$ cat config.mk
export PLATFORM = sky130hd
export DESIGN_NAME = paddle_capture
export DESIGN_NICKNAME = d
export VERILOG_FILES = /design/src/rtl/paddle_capture.sv
export SDC_FILE = /design/constraint.sdc
export NUM_CORES = 1
export LEC_CHECK = 0
export ABC_AREA = 1
export BUFFER_PORTS_ARGS = -buffer_cell sky130_fd_sc_hd__clkbuf_2
export CAP_MARGIN = 30
export CORE_UTILIZATION = 40
export DETAILED_ROUTE_END_ITERATION = 7
export PLACE_DENSITY_LB_ADDON = 0.05
export SETUP_SLACK_MARGIN = 0.4
export SLEW_MARGIN = 30
export SYNTH_ARGS = -nofsm -noshare
export SYNTH_HDL_FRONTEND = slang
export SYNTH_SLANG_ARGS = --single-unit
export TNS_END_PERCENT = 100
$ cat constraint.sdc
create_clock -name clk -period 2 [get_ports clk]
set_input_delay 0.3 -clock clk [delete_from_list [all_inputs] [get_ports clk]]
set_output_delay 0.3 -clock clk [all_outputs]
set_load 0.03 [all_outputs]
$ cat src/rtl/paddle_capture.sv
// Paddle digitizer: synchronizes two asynchronous comparator edges, time-stamps
// them against vpos, and publishes one stable X/Y pair per frame on vsync rise.
module paddle_capture #(
    parameter int MIN_LINE = 8,
    parameter int SMOOTH   = 0
) (
    input  logic       clk,
    input  logic       reset,
    input  logic       hpaddle,
    input  logic       vpaddle,
    input  logic [8:0] vpos,
    input  logic       vsync,
    output logic [7:0] paddle_x,
    output logic [7:0] paddle_y,
    output logic       hmiss,
    output logic       vmiss,
    output logic       frame_strobe
);

    typedef enum logic {
        ARMED    = 1'b0,
        CAPTURED = 1'b1
    } chan_state_t;

    localparam logic [8:0] MIN_LINE_V = 9'(MIN_LINE);

    // Bit 0 is the X channel, bit 1 the Y channel.
    logic [1:0]      sync1, sync2, prev, rise;
    logic            vsync_d, vs_rise;
    logic [7:0]      vpos_sat;
    logic            line_ok;
    logic [1:0][7:0] pub;
    logic [1:0]      miss;

    // Flops reset high so a pin or vsync already high at release is not an edge.
    always_ff @(posedge clk or negedge reset) begin
        if (!reset) begin
            sync1        <= 2'b11;
            sync2        <= 2'b11;
            prev         <= 2'b11;
            vsync_d      <= 1'b1;
            frame_strobe <= 1'b0;
        end else begin
            // NOTE: non-blocking assignments let every flop sample the old value,
            // which is what makes sync1 -> sync2 -> prev a real three-stage chain.
            sync1        <= {vpaddle, hpaddle};
            sync2        <= sync1;
            prev         <= sync2;
            vsync_d      <= vsync;
            frame_strobe <= vs_rise;
        end
    end

    assign rise     = sync2 & ~prev;
    assign vs_rise  = vsync & ~vsync_d;
    assign vpos_sat = vpos[8] ? 8'hFF : vpos[7:0];
    assign line_ok  = (vpos >= MIN_LINE_V);

    for (genvar c = 0; c < 2; c++) begin : g_chan
        chan_state_t state, state_nx;
        logic [7:0]  raw, raw_nx, last, last_nx, pub_q, pub_nx, captured;
        logic        miss_q, miss_nx, take;

        always_ff @(posedge clk or negedge reset) begin
            if (!reset) begin
                state  <= ARMED;
                raw    <= 8'd0;
                last   <= 8'd0;
                pub_q  <= 8'd0;
                miss_q <= 1'b0;
            end else begin
                state  <= state_nx;
                raw    <= raw_nx;
                last   <= last_nx;
                pub_q  <= pub_nx;
                miss_q <= miss_nx;
            end
        end

        always_comb begin
            // NOTE: every output of this block gets a default first, so no path
            // can leave one unassigned and infer a latch.
            state_nx = state;
            raw_nx   = raw;
            last_nx  = last;
            pub_nx   = pub_q;
            miss_nx  = miss_q;
            captured = 8'hFF;
            take     = rise[c] && line_ok && (state == ARMED);

            if (take) begin
                raw_nx   = vpos_sat;
                state_nx = CAPTURED;
            end

            // An edge landing on the frame boundary closes the old frame.
            if (vs_rise) begin
                if (take) begin
                    captured = vpos_sat;
                end else if (state == CAPTURED) begin
                    captured = raw;
                end
                miss_nx  = !(take || (state == CAPTURED));
                pub_nx   = (SMOOTH != 0) ? 8'(({1'b0, captured} + {1'b0, last}) >> 1)
                                         : captured;
                last_nx  = captured;
                state_nx = ARMED;
            end
        end

        assign pub[c]  = pub_q;
        assign miss[c] = miss_q;
    end

    assign paddle_x = pub[0];
    assign paddle_y = pub[1];
    assign hmiss    = miss[0];
    assign vmiss    = miss[1];

endmodule
[Word level (Yosys, flattened, before mapping)]
Cells that the tools add are included.
W data, S select, Z words.
Storage, ports and cells
  flip-flop bits (word level): 44
  bits in latches: 0
  RAM bits: 0
  ROM bits: 0
  output and inout port bits: 19
  memories: 0
Operators by class
  $add $sub $neg: 0
  multipliers: 0
  divide/modulo/power cells: 0
  order comparisons: 1
  eq/ne operators: 0
  shifts and indexed selects: 0
  muxes and demuxes: 9
  bitwise gates (word level): 6
  reductions and logical operators: 10
Operators by type and width (count)
  $mux W8: 5
  $ge A9 B4 Y1 const B: 1
  $logic_and A1 B1 Y1: 4
  $mux W1: 4
  $reduce_bool A2 Y1: 2
  $not A1 Y1: 3
  $and A2 B2 Y2: 1
  $logic_not A1 Y1: 2
  $logic_or A1 B1 Y1: 2
  $not A2 Y2: 1
  $and A1 B1 Y1: 1

[Longest topological paths before layout]
Gate-level depths: netlist of run 1.
  depth after elaboration: 6
  depth in mapped cells: 8

[Worst setup path after synthesis of run 1]
No wires, ideal clock.
  kind: flip-flop to flip-flop
  start: register sync2[0]
  end: register g_chan[0].pub_q[2] (netlist: paddle_x[2])
  arrival time: 1.157 ns
  required time: 1.877 ns
  slack: 0.720 ns
  stages on the path, launching flop included: 7
  buffers on the path: 1
  clock period less this slack: 1.280 ns
  cell sequence: dfstp_2 > inv_1 > nor2_2 > nand3_4 > buf_6 > nor2_1 > o21ai_1
On the way
  word-level cells in the longest chain between the ends: 4
Ends and longest elaborated chain
  from (decl): line 28  | logic [1:0] sync1, sync2, prev, rise;
  from (signal assigned): line 47  | sync2 <= sync1;
  $and A2 B2 Y2: line 54  | assign rise = sync2 & ~prev;
  $logic_and A1 B1 Y1 (2 in a row): line 89  | take = rise[c] && line_ok && (state == ARMED);
  $mux W8: line 98  | if (take) begin
  to (signal assigned): line 75  | pub_q <= pub_nx;
  to (decl): line 61  | logic [7:0] raw, raw_nx, last, last_nx, pub_q, pub_nx, captured;
Every way passes these cells.
A chain may end at the register's enable or synchronous reset.

[Final worst setup path of run 1]
  start: register sync2[0]
  end: register g_chan[0].raw[6]
On the way
  word-level cells in the longest chain between the ends: 3
Ends and longest elaborated chain
  $and A2 B2 Y2: line 54
  $logic_and A1 B1 Y1 (2 in a row): line 89
  to (signal assigned): line 73  | raw <= raw_nx;
  to (decl): line 61
Every way passes these cells.

==> flow_metrics.tcl, run 1 <==
set metrics [dict create \
    violations "DRC, hold timing" \
    vias 1442 \
    tightestPinTransition_ps 640 \
    synth_ff_type "dfrtp_1" \
    initial_core_util_pct 42.5 \
    synth_seq_cells 44 \
    design_area_um2 2190 \
    clockBufferDepth 2 \
    arrival_ps 1650 \
    synthTopCellsByArea "dfrtp_1 (49%), nand2_1 (14%), dfstp_2 (9.7%), o21ai_0 (4.2%), inv_1 (4.2%)" \
    post-route-period-util_pct 73.4 \
    slew_headroom_pct 57.3 \
    place.gp.congestion 0.780 \
    synth_nets 224 \
    die_area_um2 5000 \
    cp-start-kind "flop" \
    hold_viol 21 \
    fillers 449 \
    combPwrFrac_pct 22.7 \
    rsz0062_at_grt "false" \
    pwr-share-seq_pct 51.4 \
    finalWirelength_um 3760 \
    grt_usage_pct 17.4 \
    switchingPower_uw 676 \
    p_leak_uw 0.00113 \
    grt_antenna_before_repair 0 \
    core_um2 4440 \
    yosys_warnings 0 \
    clkTransAtPathRegs_ps 70 \
    drtIter0Drc 103 \
    cp-end-kind "flop" \
    drv_cap 0 \
    drt-wirelength-per-cell_um 12.8 \
    io_pins 33 \
    setup_viol 0 \
    clock-sinks 44 \
    async_flop_share_pct 100 \
    p_sw_share_pct 31.5 \
    cts_setup_buffers 0 \
    synthCells 210 \
    root_buffer "clkbuf_8" \
    syn2layout_area_growth_pct 15.8 \
    p_int_uw 1470 \
    required_ps 2190 \
    slew_violations 0 \
    yosysMostFrequentCell "nand2_1" \
    dr.pass1.iters 8 \
    port-buffer-count 32 \
    syn_avg_cell_area_um2 8.98 \
    die_x_um 70.7 \
    crit_fanout 12 \
    hpwl_um 2770 \
    cellPowerDensity_nw_per_um2 981 \
    grt_max_degree 24 \
    grt_first_pass_wirelength_um 6630 \
    power.total_uw 2140 \
    synth_top_area_cell "dfrtp_1" \
    cts_tree "done" \
    period_needed_ps 1470 \
    finalSetupTns_ps 0 \
    clk_latency_ps 290 \
    worstSetupPathType "reg -> reg" \
    synthDistinctLibCells 20 \
    antenna_left 0 \
    synth_common_cells "nand2_1 (70), dfrtp_1 (37), inv_1 (21)" \
    ir_drop_v 0.000418 \
    drc 6 \
    rr_worst_depth 6 \
    h-tree-depth 2 \
    max_freq_mhz 681 \
    cts_buffers 5 \
    synth_top_area_share_pct 49.1 \
    rows 24 \
    synthesis.area_um2 1890 \
    routed_via_density 4.89 \
    antenna_cells 0 \
    synth-edff-count 0 \
    status "finished with violations" \
    grt_overflow 0 \
    grt_pass1_vias 1426 \
    die_h_um 70.7 \
    place_area_um2 2080 \
    synth_seq_area_share_pct 58.8 \
    layout-drive-gt1-share_pct 25.1 \
    hp-class "in -> async" \
    clock_power_share_pct 25.9 \
    clock_skew_ps 2.92 \
    hold-worst-slack_ps -9.60 \
    fin_nets 256 \
]
through the flow:
stage                     cells  utilization (%)  setup slack, ps
after floorplan             210                -              720
after global placement      287             46.9              513
after detailed placement    287             46.9              456
after CTS                   295             48.9              431
after global routing        295             49.2              405
final                       295             49.2              531
cell families (layout without fill, tap and decap cells):
group	after synthesis	in the layout	synth area share, %
AO/OA/AOI/OAI	30	30	8.22
buffers and inverters	30	63	7.16
AND/OR/NAND/NOR	106	106	25.8
flip-flops	44	44	58.8
per-layer routing:
| layer | GRT usage (%) | vias up | share of wire (%) |
|---|---|---|---|
| met4 | 6.89 | 0 | 1.6 |
| met3 | 4.56 | 6 | 4.2 |
| met5 | 0 | - | 0 |
| li1 | - | 720 | - |
| met2 | 29.3 | 27 | 49 |
| met1 | 21.5 | 689 | 45 |
final cells by class:
cell class	count	area (um^2)	share of cell area, %
multi-input combinational	136	654	29.9
inverter	21	78.8	3.61
timing repair buffer	34	188	8.59
sequential	44	1110	50.8
tap	52	65.1	2.98
clock buffer	8	90.1	4.12
power by group through the flow:
stage          registers (uW)  clock network, uW  logic [uW]
2_1_floorplan            1240                  0         217
3_3_place_gp             1110                  0         485
3_5_place_dp             1120                  0         492
4_1_cts                  1100                579         492
5_1_grt                  1120                618         544
6_report                 1100                555         487
final timing paths:
path | start | end | slack (ps)
hold / removal | reset | paddle_y[3] | -10
min in group clk | hpaddle | sync1[0] | 90
max in group asynchronous | reset | sync1[1] | 1410
setup / recovery | sync2[0] | g_chan[0].raw[6] | 530
setup reg to reg | sync2[0] | g_chan[0].raw[6] | 530
hold reg to reg | sync1[1] | sync2[1] | 360
flip-flops by register name, indices dropped and copies added, names as in the netlist:
name,count
vmiss,1
g_chan.state,2
g_chan.raw,16
vsync_d,1
paddle_y,8
paddle_x,8
hmiss,1
sync1,2
sync2,2
frame_strobe,1
prev,2
timing repair:
item | CTS | global route
hold buffers | 0 | 0
resized for setup | 0 | 2
setup endpoints to repair | 0 | 4
cells in the final DEF, fill, tap and decap left out:
cell type	instances
nand3_1	2
o21ai_1	6
or2_2	6
clkbuf_8	6
buf_4	1
dfstp_2	7
clkbuf_1	2
o21a_1	2
dfrtp_1	37
nor2_4	2
clkbuf_2	32
o21ai_0	16
a21oi_1	6
nand4_1	8
inv_1	21
nor2_2	3
nor2_1	12
nand3_4	3
buf_12	1
nand2_1	70
worst max-delay path: stages, from the launching register on:
cell,delay [ps]
dfstp_2,530
inv_1,40
nor2_2,230
nand3_4,180
inv_1,180
nand2_1,90
o21a_1,110
No activity file was read; power rests on OpenSTA's default activity.
==> run 2: changes to the inputs <==
- clock period: 2 -> 1.31 ns (I/O delays scaled with it)
==> run 2 against run 1 <==
Net effect: the run ends with DRC left; global-route usage rose by 0.65 points; via count rose by 7.6%; cell count increased by 9.5%; critical path depth unchanged; setup slack worse by 490 ps.
==> flow_metrics.tcl, run 2 (synthesized netlist as in run 1, its figures left out) <==
set metrics [dict create \
    status "finished with violations" \
    violations "DRC" \
    worstSetupPathType "reg -> reg" \
    slew_violations 0 \
    hpwl_um 2850 \
    grt_pass1_vias 1542 \
    core_um2 4440 \
    fin_nets 284 \
    grt_max_degree 45 \
    hold_viol 0 \
    final_common_cell "nand2_1" \
    top_register "g_chan.raw" \
    period_needed_ps 1270 \
    ir_drop_v 0.000564 \
    post-route-period-util_pct 97.2 \
    initial_core_util_pct 42.5 \
    fin_cells 323 \
    io_pins 33 \
    layout.area.seq_um2 1110 \
    vias 1551 \
    finalSetupTns_ps 0 \
    drv_cap 0 \
    crit_fanout 7 \
    die_x_um 70.7 \
    p_leak_uw 0.00135 \
    antenna_left 0 \
    required_ps 1500 \
    place.gp.congestion 0.903 \
    dr.pass1.iters 6 \
    syn2layout_area_growth_pct 43.3 \
    clock-sinks 44 \
    finalWirelength_um 4070 \
    setup_viol 0 \
    clk_latency_ps 300 \
    design_area_um2 2700 \
    die_h_um 70.7 \
    hp-class "in -> reg" \
    arrival_ps 1460 \
    largest_register_ffs 16 \
    final_cell_mix "nand2_1 (61), dfrtp_1 (37), buf_8 (19), buf_4 (19), inv_1 (17)" \
    post-place-cells 298 \
    antenna_cells 0 \
    cp-start-kind "flop" \
    grt_first_pass_wirelength_um 6890 \
    clock_skew_ps 7.92 \
    slew_headroom_pct 71.3 \
    rows 24 \
    layout_setup_ws_ps 36.9 \
    multi_input_area_um2 737 \
    pre_cts_ws_ps 41.6 \
    cp-end-kind "flop" \
    drc 2 \
    layout-drive-gt1-share_pct 39.9 \
    grt_antenna_before_repair 0 \
    clockBufferDepth 2 \
    port-buffer-count 32 \
    cellPowerDensity_nw_per_um2 1370 \
    root_buffer "clkbuf_8" \
    cts_tree "done" \
    h-tree-depth 2 \
    grt_overflow 0 \
    drtIter0Drc 85 \
    die_area_um2 5000 \
    power.total_uw 3700 \
    tightestPinTransition_ps 430 \
    routed_via_density 4.80 \
    cts_buffers 5 \
    grt_usage_pct 18.1 \
    clkTransAtPathRegs_ps 80 \
    drt-wirelength-per-cell_um 12.6 \
    max_freq_mhz 786 \
    fillers 408 \
    rsz0062_at_grt "true" \
    place_area_um2 2190 \
]
-- run 2: cell types whose count changed in the layout (fill, tap and decap cells not counted), sizes merged --
cell / before / now
buf: 2 / 45
dlygate4sd3: 0 / 4
clkbuf: 40 / 21
-- run 2: critical path, cell delays in order, from the launching register on --
cell,delay (ps)
dfstp_2,540
inv_2,40
nor2_4,120
nand3_4,130
buf_6,170
nor2_4,100
o21ai_2,60
-- run 2: stage by stage --
stage | utilization [%] | hold WS, ps
final | 60.8 | 193
after global routing | 60.8 | 230
after CTS | 58.1 | 196
after detailed placement | 49.2 | 197
after global placement | 49.2 | 194
after floorplan | - | -99.1
-- run 2: cell type report --
type	instances	share of cell area [%]
flip-flops and latches	44	41.0
multi-input cells	136	27.3
repair buffers	62	23.0
clock buffers	8	3.33
inverters	21	3.01
well taps	52	2.41
-- run 2: metal layers --
layer / global-route usage [%] / vias to the layer above / wire [um]
li1: - / 781 / -
met1: 22.1 / 738 / 1820
met2: 31.2 / 24 / 2060
met3: 3.42 / 8 / 107
met4: 8.00 / 0 / 80
met5: 0 / - / 0
-- run 2: where the power goes --
part	internal [uW]	leakage, uW	switching, uW	total, uW
Sequential	1580	0.000502	137	1720
Combinational	543	0.000800	574	1120
Clock	430	0.0000455	428	858
Total	2560	0.00135	1140	3700
-- run 2: final timing paths --
kind | slack, ps | to | start | cells past startpoint
setup / recovery | 40 | paddle_x[2] | sync2[0] | 6
hold / removal | 190 | g_chan[0].raw[7] | vpos[7] | 3
setup reg to reg | 40 | paddle_x[2] | sync2[0] | 6
hold reg to reg | 360 | sync2[0] | sync1[0] | 0
max in group asynchronous | 630 | prev[0] | reset | 3
min in group asynchronous | 390 | g_chan[0].raw[2] | reset | 3
-- run 2: what timing repair did --
action | CTS | global route
gates cloned | 0 | 0
setup buffers | 10 | 3
endpoints found under the hold margin | 40 | 0
setup endpoints to repair | 55 | 56
pin swaps | 10 | 3
resized for setup | 52 | 42
hold buffers | 4 | 0
